===== config.mk =====
export PLATFORM = sky130hd
export DESIGN_NAME = proc_run_ctrl_flat
export DESIGN_NICKNAME = d
export VERILOG_FILES = /design/src/rtl/proc_run_ctrl_if.sv /design/src/rtl/proc_run_ctrl.sv /design/src/flat_wrapper.sv
export SDC_FILE = /design/constraint.sdc
export NUM_CORES = 1
export LEC_CHECK = 0
export CAP_MARGIN = 0
export CORE_MARGIN = 2
export CORE_UTILIZATION = 49
export CTS_BUF_LIST = sky130_fd_sc_hd__clkbuf_16
export DETAILED_ROUTE_END_ITERATION = 10
export PLACE_DENSITY = 0.77
export SYNTH_ARGS = -nofsm -noshare
export SYNTH_HDL_FRONTEND = slang
export SYNTH_SLANG_ARGS = --single-unit

===== constraint.sdc =====
create_clock -name clk -period 1.94 [get_ports clk]
set_input_delay 0.291 -clock clk [delete_from_list [all_inputs] [get_ports clk]]
set_output_delay 0.291 -clock clk [all_outputs]
set_load 0.02 [all_outputs]

===== src/rtl/proc_run_ctrl_if.sv =====
// Harness-side bundle for the processor run controller: run requests and processor status in,
// sequencing controls and run statistics out.
interface proc_run_ctrl_if #(
   parameter int unsigned CNT_W = 32
);
   logic             start;
   logic             halt;
   logic             instr_retired;
   logic             proc_reset_n;
   logic             proc_clk_en;
   logic             running;
   logic             done;
   logic             timeout;
   logic [CNT_W-1:0] cycle_count;
   logic [CNT_W-1:0] retired_count;

   modport master (
      output start, halt, instr_retired,
      input  proc_reset_n, proc_clk_en, running, done, timeout, cycle_count, retired_count
   );

   modport slave (
      input  start, halt, instr_retired,
      output proc_reset_n, proc_clk_en, running, done, timeout, cycle_count, retired_count
   );
endinterface


===== src/rtl/proc_run_ctrl.sv =====
// Run controller for the pipeline processor: sequences its reset, gates its clock, drains after
// halt, and reports completion or watchdog timeout with cycle and retired-instruction counts.
module proc_run_ctrl #(
   parameter int unsigned RST_CYCLES   = 4,
   parameter int unsigned DRAIN_CYCLES = 4,
   parameter int unsigned MAX_CYCLES   = 100000,
   parameter int unsigned CNT_W        = 32
) (
   input logic               clk,
   input logic               reset,
   proc_run_ctrl_if.slave    bus
);

   localparam int unsigned RstW = (RST_CYCLES > 1) ? $clog2(RST_CYCLES) : 1;
   localparam int unsigned DrnW = (DRAIN_CYCLES > 1) ? $clog2(DRAIN_CYCLES) : 1;
   localparam logic [RstW-1:0]  RstLast = RstW'(RST_CYCLES - 1);
   localparam logic [DrnW-1:0]  DrnLast = DrnW'((DRAIN_CYCLES == 0) ? 0 : DRAIN_CYCLES - 1);
   localparam logic [CNT_W-1:0] WdLast  = CNT_W'(MAX_CYCLES - 1);

   typedef enum logic [2:0] {StIdle, StReset, StRun, StDrain, StDone} state_e;

   state_e           state_q;
   logic [RstW-1:0]  rst_cnt_q;
   logic [DrnW-1:0]  drn_cnt_q;
   logic             proc_reset_n_q;
   logic             proc_clk_en_q;
   logic             running_q;
   logic             done_q;
   logic             timeout_q;
   logic [CNT_W-1:0] cycle_q;
   logic [CNT_W-1:0] retired_q;

   function automatic logic [CNT_W-1:0] sat_inc(input logic [CNT_W-1:0] v);
      return (&v) ? v : v + 1'b1;
   endfunction

   always_ff @(posedge clk or negedge reset) begin
      if (!reset) begin
         state_q        <= StIdle;
         rst_cnt_q      <= '0;
         drn_cnt_q      <= '0;
         proc_reset_n_q <= 1'b0;
         proc_clk_en_q  <= 1'b0;
         running_q      <= 1'b0;
         done_q         <= 1'b0;
         timeout_q      <= 1'b0;
         cycle_q        <= '0;
         retired_q      <= '0;
      end else begin
         unique case (state_q)
            StIdle, StDone: begin
               if (bus.start) begin
                  state_q        <= StReset;
                  rst_cnt_q      <= '0;
                  proc_reset_n_q <= 1'b0;
                  proc_clk_en_q  <= 1'b1;
                  done_q         <= 1'b0;
                  timeout_q      <= 1'b0;
                  cycle_q        <= '0;
                  retired_q      <= '0;
               end
            end
            StReset: begin
               if (rst_cnt_q == RstLast) begin
                  state_q        <= StRun;
                  proc_reset_n_q <= 1'b1;
                  running_q      <= 1'b1;
               end else begin
                  rst_cnt_q <= rst_cnt_q + 1'b1;
               end
            end
            StRun: begin
               cycle_q <= sat_inc(cycle_q);
               if (bus.instr_retired) retired_q <= sat_inc(retired_q);
               // Halt has priority over the watchdog when both hit on the same edge.
               if (bus.halt) begin
                  if (DRAIN_CYCLES == 0) begin
                     state_q       <= StDone;
                     running_q     <= 1'b0;
                     proc_clk_en_q <= 1'b0;
                     done_q        <= 1'b1;
                  end else begin
                     state_q   <= StDrain;
                     drn_cnt_q <= '0;
                  end
               end else if (cycle_q == WdLast) begin
                  state_q       <= StDone;
                  running_q     <= 1'b0;
                  proc_clk_en_q <= 1'b0;
                  done_q        <= 1'b1;
                  timeout_q     <= 1'b1;
               end
            end
            StDrain: begin
               cycle_q <= sat_inc(cycle_q);
               if (bus.instr_retired) retired_q <= sat_inc(retired_q);
               if (drn_cnt_q == DrnLast) begin
                  state_q       <= StDone;
                  running_q     <= 1'b0;
                  proc_clk_en_q <= 1'b0;
                  done_q        <= 1'b1;
               end else begin
                  drn_cnt_q <= drn_cnt_q + 1'b1;
               end
            end
            default: state_q <= StIdle;
         endcase
      end
   end

   assign bus.proc_reset_n  = proc_reset_n_q;
   assign bus.proc_clk_en   = proc_clk_en_q;
   assign bus.running       = running_q;
   assign bus.done          = done_q;
   assign bus.timeout       = timeout_q;
   assign bus.cycle_count   = cycle_q;
   assign bus.retired_count = retired_q;

endmodule


===== src/flat_wrapper.sv =====
// flat-port wrapper written by rule: the top's interface ports become plain ports
module proc_run_ctrl_flat 
#(
   parameter int unsigned RST_CYCLES   = 4,
   parameter int unsigned DRAIN_CYCLES = 4,
   parameter int unsigned MAX_CYCLES   = 100000,
   parameter int unsigned CNT_W        = 32
)
  (clk, reset, bus_start, bus_halt, bus_instr_retired, bus_proc_reset_n, bus_proc_clk_en, bus_running, bus_done, bus_timeout, bus_cycle_count, bus_retired_count);
  proc_run_ctrl_if #(.CNT_W(CNT_W)) bus_i ();
  input logic clk;
  input logic reset;
  input wire logic [$bits(bus_i.start)-1:0] bus_start;
  input wire logic [$bits(bus_i.halt)-1:0] bus_halt;
  input wire logic [$bits(bus_i.instr_retired)-1:0] bus_instr_retired;
  output wire logic [$bits(bus_i.proc_reset_n)-1:0] bus_proc_reset_n;
  output wire logic [$bits(bus_i.proc_clk_en)-1:0] bus_proc_clk_en;
  output wire logic [$bits(bus_i.running)-1:0] bus_running;
  output wire logic [$bits(bus_i.done)-1:0] bus_done;
  output wire logic [$bits(bus_i.timeout)-1:0] bus_timeout;
  output wire logic [$bits(bus_i.cycle_count)-1:0] bus_cycle_count;
  output wire logic [$bits(bus_i.retired_count)-1:0] bus_retired_count;
  assign bus_i.start = bus_start;
  assign bus_i.halt = bus_halt;
  assign bus_i.instr_retired = bus_instr_retired;
  assign bus_proc_reset_n = bus_i.proc_reset_n;
  assign bus_proc_clk_en = bus_i.proc_clk_en;
  assign bus_running = bus_i.running;
  assign bus_done = bus_i.done;
  assign bus_timeout = bus_i.timeout;
  assign bus_cycle_count = bus_i.cycle_count;
  assign bus_retired_count = bus_i.retired_count;
  proc_run_ctrl #(.RST_CYCLES(RST_CYCLES), .DRAIN_CYCLES(DRAIN_CYCLES), .MAX_CYCLES(MAX_CYCLES), .CNT_W(CNT_W)) u_core (.clk(clk), .reset(reset), .bus(bus_i));
endmodule

==> flow_summary.ini <==
[yosys]
synth_enable_flop_cells = 0
ys_seq_area_share_pct = 43.0
synthArstFlopShare_pct = 100
yosysMostFrequentCell = dfrtp_1
synth_area_leaders = dfrtp_1 43%, nand2_1 3.7%, nand4_1 3.5%, a31oi_1 3.4%, o21ai_0 3.1%
synthesis.area_mm2 = 0.00442
syn_avg_cell_area_um2 = 8.99
synth_commonest_cells = 76 x dfrtp_1, 44 x nand2_1, 28 x nor2_1
synth.top_cell.area_share_pct = 43.0
ys.flop_type = dfrtp_1
synth_top_area_cell = dfrtp_1
ys_ff_latch = 76
synth.distinct_cells = 56
syn-num-nets = 501
synthCells = 492
yosysWarningCount = 0

[placement]
dp_slack_ns = -0.102
post_dp_cell_area_mm2 = 0.00611
dpl.hpwl_um = 10200
io_buffer_count = 73
gp_congestion = 0.928
dp.cells = 756

[worst_setup_path]
worstRegToRegCells = 6
worst_setup_path_end_kind = register
cp.arrival_ns = 2.38
crit_path_max_fanout = 5
worstPathCellList = nand4_1 > buf_4 > nor4_4 > nand2_1 > or4_1 > and3_1
r2r-end = u_core.bus.cycle_count[30]$_DFFE_PN0P_
crit_path_max_incr_delay_ns = 0.46
path_class = register to register
cp-startpoint = u_core.bus.cycle_count[14]$_DFFE_PN0P_
r2r_start = u_core.bus.cycle_count[14]$_DFFE_PN0P_
critPathLaunchType = register
critPathRequiredTime_ns = 2.16
r2r_slack_ns = -0.21
setup.worst_path.end = u_core.bus.cycle_count[30]$_DFFE_PN0P_
crit_path_top_delay_cell = dfrtp_2

[die]
die_area_mm2 = 0.00980
row_count = 34
design.core.area_mm2 = 0.00872
io_pins = 74
initial_core_util_pct = 50.7
fp.dieH_um = 99.0
die_x_um = 99.0

[timing]
hold_viol = 0
period_share_pct = 111
setup_viol = 56
max-slew-margin-rel_pct = 65.9
skew_ns = 0.00878
fin_hold_ws_ns = 0.431
fin_crit_ns = 2.15
fmax_mhz = 464
rsz0062_at_grt = yes
drv_slew = 0
worstMarginPinSlew_ns = 0.508
setup_tns_ns = -4.55
fin_ws_ns = -0.214

[outcome]
status = complete, but fails checks
violations = negative setup slack

[global_routing]
grt_overflow = 0
grt_max_degree = 49
antenna_found_initial = 0
grt_usage_pct = 31.0
grt_pass1_vias = 4910
grt_pass1_wl_um = 24500

[drt]
ant_nets = 0
routedWlPerCell_um = 22.6
via_per_inst = 7.00
drt-initial-drc-count = 718
drc_errors = 0
dr_total_vias = 5571
firstDrtPassIters = 9
drt_wl_total_um = 18000

[final_layout]
n_antenna_cell = 0
synthToLayoutAreaGrowth_pct = 58.0
fin_area_mm2 = 0.00699
layout.cells.non_filler = 796
nets = 692
regArea_mm2 = 0.00193
multi_input_area_mm2 = 0.00275
drive_gt1_share_pct = 34.3
fillers = 504

[cts]
clk_path_buf_depth = 2
clk_pin_slew_ns = 0.07
cts.sinks = 76
clock_latency_ns = 0.34
h-tree-depth = 3
cts_root_buffer = clkbuf_16
cts_buffers = 9
tritoncts = done

[power_and_ir_drop]
comb_power_share_pct = 45.4
peakVddDrop_mv = 0.858
switching_share_pct = 39.8
p_clk_share_pct = 26.2
pwr_density_cell_mw_per_mm2 = 994
leakagePower_nw = 3.09
intPower_mw = 4.18
seqPwrFrac_pct = 28.4
power.switching_mw = 2.77

[flow_run]
drv_cap = 0

[hold_path]
hp-class = input port to async pin
critical path, delay by kind of cell (launching register included):
family,cells,cell delay [ns]
buffers and inverters,1,0.24
DFF,1,0.46
and+or+nand+nor,5,1.35
power by group through the flow:
| stage | Sequential, mW | Clock, mW | Combinational (mW) |
|---|---|---|---|
| floorplan | 2.19 | 0 | 1.28 |
| global placement | 1.96 | 0 | 2.55 |
| detailed placement | 1.98 | 0 | 2.62 |
| CTS | 1.95 | 1.78 | 2.70 |
| global route | 1.99 | 1.88 | 3.31 |
| finish | 1.97 | 1.82 | 3.16 |
cell families (layout without fill, tap and decap cells):
family | after synthesis | count (layout) | share of synthesized area (%)
buffers and inverters | 38 | 234 | 3.90
multiplexers | 9 | 9 | 2.07
AO/OA/AOI/OAI | 153 | 153 | 23.6
flip-flops | 76 | 76 | 43.0
AND/OR/NAND/NOR | 212 | 212 | 26.3
adder cells (fa/ha/maj) | 4 | 4 | 1.13
registers in the layout (all words and copies together), names as in the netlist:
register	cells
u_core.bus.cycle_count	32
u_core.bus.done	1
u_core.bus.proc_clk_en	1
u_core.bus.proc_reset_n	1
u_core.bus.retired_count	32
u_core.bus.running	1
u_core.bus.timeout	1
u_core.drn_cnt_q	2
u_core.rst_cnt_q	2
u_core.state_q	3
through the flow:
step | total power, mW | utilization [%]
after global placement | 4.51 | 70.0
final | 6.95 | 80.2
after detailed placement | 4.60 | 70.0
after CTS | 6.43 | 75.0
after floorplan | 3.48 | -
after global routing | 7.17 | 80.2
layout by cell type (no fill, tap or decap), types with 12 or more instances in the layout:
| master | Yosys | layout |
|---|---|---|
| o21ai_0 | 27 | 17 |
| dfrtp_2 | 0 | 22 |
| nand4_1 | 25 | 25 |
| nand3_1 | 26 | 22 |
| nand2_1 | 44 | 43 |
| buf_4 | 1 | 119 |
| a31oi_1 | 24 | 23 |
| nor4_1 | 17 | 12 |
| a21o_1 | 14 | 14 |
| nor2_1 | 28 | 26 |
| clkdlybuf4s50_1 | 0 | 72 |
| dfrtp_1 | 76 | 54 |
| inv_1 | 10 | 13 |
| a21oi_1 | 19 | 15 |
| nor3_1 | 22 | 20 |
routing by layer:
metal,global-route usage [%],part of all wire [%],routed length (um)
met3,6.24,11,1910
met5,0,0,0
met2,50.0,48,8560
met4,12.5,6.0,1090
met1,41.0,36,6410
final cells by class:
cell class | count | share of cell area (%)
clock buffers | 9 | 3.22
clock inverters | 7 | 1.22
inverters | 10 | 0.537
multi-input cells | 378 | 39.3
well taps | 108 | 1.93
repair buffers | 208 | 26.2
flip-flops and latches | 76 | 27.6
worst min path at each step:
| stage | start | end | slack [ns] | cells past startpoint |
|---|---|---|---|---|
| finish | reset | u_core.bus.retired_count[6]$_DFFE_PN0P_ | 0.43 | 2 |
| global route | reset | u_core.bus.retired_count[6]$_DFFE_PN0P_ | 0.46 | 2 |
| CTS | reset | u_core.bus.retired_count[6]$_DFFE_PN0P_ | 0.44 | 2 |
| detailed placement | reset | u_core.bus.retired_count[6]$_DFFE_PN0P_ | 0.25 | 1 |
| global placement | reset | u_core.bus.retired_count[6]$_DFFE_PN0P_ | 0.25 | 1 |
| floorplan | reset | u_core.bus.cycle_count[0]$_DFFE_PN0P_ | -0.005 | 0 |
what timing repair did:
action	in CTS	in global routing
buffers inserted	6	16
hold buffers	1	0
endpoints found under the setup margin	30	67
gates cloned	0	1
resized for setup	15	78
endpoints found under the hold margin	28	0
pin swaps	8	33
No activity file was read; power rests on OpenSTA's default activity.
==> variant (config.mk and constraints unchanged) <==
`RST_CYCLES` is set to 4 in 2 places; all go to 8.
--- a/src/rtl/proc_run_ctrl.sv
+++ b/src/rtl/proc_run_ctrl.sv
@@ -2,5 +2,5 @@
 // halt, and reports completion or watchdog timeout with cycle and retired-instruction counts.
 module proc_run_ctrl #(
-   parameter int unsigned RST_CYCLES   = 4,
+   parameter int unsigned RST_CYCLES   = 8,
    parameter int unsigned DRAIN_CYCLES = 4,
    parameter int unsigned MAX_CYCLES   = 100000,
--- a/src/flat_wrapper.sv
+++ b/src/flat_wrapper.sv
@@ -2,5 +2,5 @@
 module proc_run_ctrl_flat 
 #(
-   parameter int unsigned RST_CYCLES   = 4,
+   parameter int unsigned RST_CYCLES   = 8,
    parameter int unsigned DRAIN_CYCLES = 4,
    parameter int unsigned MAX_CYCLES   = 100000,
Function: changed (Yosys sat finds a counterexample within 10 cycles, from zero or initial values and one cycle with reset low).
==> variant against the original RTL <==
Worst setup slack better by 0.13 ns. Final area shrank 4.6%. The flow still finishes with violations (setup timing). Sequential cell count rose by 1. Highest routed layer unchanged. Sequential power up 6%. Utilization down 3.3 points. Area after synthesis fell by 1.8%. Largest power group unchanged. Combinational power fell by 6.3%. Critical path type unchanged. Synthesized cell count fell by 1.0%. Critical endpoint is now u_core.state_q[1]. Wire length decreased by 14%. Total power shrank 1.9%. Largest cell class unchanged.
==> variant: results (changes against the original RTL) <==
Yosys
The count of unique library cells instantiated by Yosys is 50 (was 56). The async set-or-reset flop fraction in the synthesized netlist is 100% (unchanged). The post-synth net total was 497 (was 501).

Largest cells by area after synthesis: sky130_fd_sc_hd__dfrtp_1 (44%), sky130_fd_sc_hd__nand3_1 (5.2%), sky130_fd_sc_hd__a31oi_1 (4.8%) (was sky130_fd_sc_hd__dfrtp_1 (43%), sky130_fd_sc_hd__nand2_1 (3.7%), sky130_fd_sc_hd__nand4_1 (3.5%)). Synth cell count leaders: sky130_fd_sc_hd__dfrtp_1 (77), sky130_fd_sc_hd__nand2_1 (50), sky130_fd_sc_hd__nand3_1 (45), sky130_fd_sc_hd__a31oi_1 (33), sky130_fd_sc_hd__nor2_1 (32) (was sky130_fd_sc_hd__dfrtp_1 (76), sky130_fd_sc_hd__nand2_1 (44), sky130_fd_sc_hd__nor2_1 (28), sky130_fd_sc_hd__o21ai_0 (27), sky130_fd_sc_hd__nand3_1 (26)).

Placement
The sum of net half-perimeters after detailed placement is 9.90 mm (was 10.2 mm). The final weighted congestion in routability-driven placement is 0.927 (was 0.928). The area of placed instances is 5980 sq um (was 6110 sq um).

Pwr
The net switching component of the power is 2.58 mW (was 2.77 mW). The highest ir drop seen on vdd is 734 uV (was 858 uV).

Final layout
The share of layout cells above drive strength 1 came to 30.3% (was 34.3%). The layout net count is 675 (was 692). The number of fillers in the final layout is 587 (was 504).

Global route
The pin count of the biggest net entering global routing is 42 (was 49). The global-route wire length before repair is 23.1 mm (was 24.5 mm). The total track usage is 29.4% (was 31.0%). The via count of the first global-routing pass came to 4765 (was 4910).

Worst setup path
The highest fanout seen on the critical path is 2 (was 5). The arrival time at the worst endpoint came to 2.24 ns (was 2.38 ns). The startpoint of the most critical register-to-register path is u_core.bus.cycle_count[31] (was u_core.bus.cycle_count[14]).

Detailed routing
The number of DRC markers after the initial detailed-route iteration is 421 (was 718). The first-pass detailed-route iteration total is 7 (was 9). The overall routed net length is 15.4 mm (was 18.0 mm).

Timing
The transition time of the tightest slew-check pin was 0.569 ns (was 0.508 ns). The number of setup violations in the final report is 10 (was 56). The post-route setup TNS is -0.436 ns (was -4.55 ns). The final worst setup slack was -0.0789 ns (was -0.214 ns).

The post-route clock skew is 0.00588 ns (was 0.00878 ns).

Min path
The type of the worst min-delay path is primary input to async pin (unchanged).

Run status
Violated checks: setup timing (unchanged). Result of the run: finished, violations left (unchanged).
variant: changes by cell type in the layout (fill, tap and decap cells not counted), moves of 7 or more:
cell                      change
sky130_fd_sc_hd__buf_6        -7
sky130_fd_sc_hd__o31ai_2      -7
sky130_fd_sc_hd__nand3_1     +18
sky130_fd_sc_hd__o21ai_0     +12
sky130_fd_sc_hd__a41oi_1     +12
sky130_fd_sc_hd__nor4_1      -10
sky130_fd_sc_hd__nor3_1      -11
sky130_fd_sc_hd__nand4_1      -9
sky130_fd_sc_hd__a21o_1      -10
variant: kinds of logic (layout without fill, tap and decap cells):
kind of cell,Yosys count,after routing,share of synthesized area (%)
DFF,77,77,44.4
and+or+nand+nor,218,218,26.8
adders and majority gates,5,5,1.44
AOI/OAI and AO/OA,144,144,22.3
buffers and inverters,35,218,3.28
muxes,8,8,1.90
variant: per-stage QoR:
step	hold WS, ns	std cells
2_1_floorplan	-0.00459	487
3_3_place_gp	0.301	742
3_5_place_dp	0.318	742
4_1_cts	0.496	761
5_1_grt	0.516	778
6_report	0.489	778
variant: timing repair:
item	in CTS	in global routing
endpoints found under the setup margin	21	47
gates resized for setup	4	40
pin swaps	1	14
endpoints found under the hold margin	39	0
setup buffers	2	18
hold buffers	1	0
variant: critical path: stages, from the launching register on:
cell                      delay [ns]
sky130_fd_sc_hd__dfrtp_1        0.41
sky130_fd_sc_hd__or4b_4         0.57
sky130_fd_sc_hd__nor4_4         0.33
sky130_fd_sc_hd__nand4_1        0.21
sky130_fd_sc_hd__buf_4          0.21
sky130_fd_sc_hd__a31oi_4        0.12
sky130_fd_sc_hd__nor2_1         0.06
variant: per-layer routing:
metal	GRT usage, %	wire (um)	vias to the layer above
met1	37.4	6040	2477
met4	12.0	558	0
met5	0	0	-
met3	6.16	1240	57
li1	-	-	2248
met2	49.1	7580	300
variant: final timing paths:
path	endpoint	slack, ns	cells past startpoint
worst max-delay path	u_core.state_q[1]	-0.08	6
worst min-delay path	u_core.bus.retired_count[24]	0.49	2
worst max register to register	u_core.state_q[1]	-0.08	6
worst min register to register	u_core.bus.done	0.49	1
max in group asynchronous	u_core.bus.cycle_count[28]	0.83	3
min in group clk	u_core.bus.done	0.49	1
variant: final cells by class:
class	count	area (sq um)	area share, %
flip-flops and latches	77	1950	29.2
multi-input cells	375	2560	38.4
clock inverters	7	82.6	1.24
well taps	108	135	2.03
clock buffers	9	225	3.38
repair buffers	196	1690	25.4
inverters	6	22.5	0.338
variant: power groups by stage:
stage                     combinational (mW)  clock (mW)  sequential (mW)
after floorplan                         1.24           0             2.30
after global placement                  2.62           0             2.06
after detailed placement                2.71           0             2.08
after CTS                               2.76        1.78             2.05
after global routing                    3.16        1.86             2.10
final                                   2.96        1.78             2.08
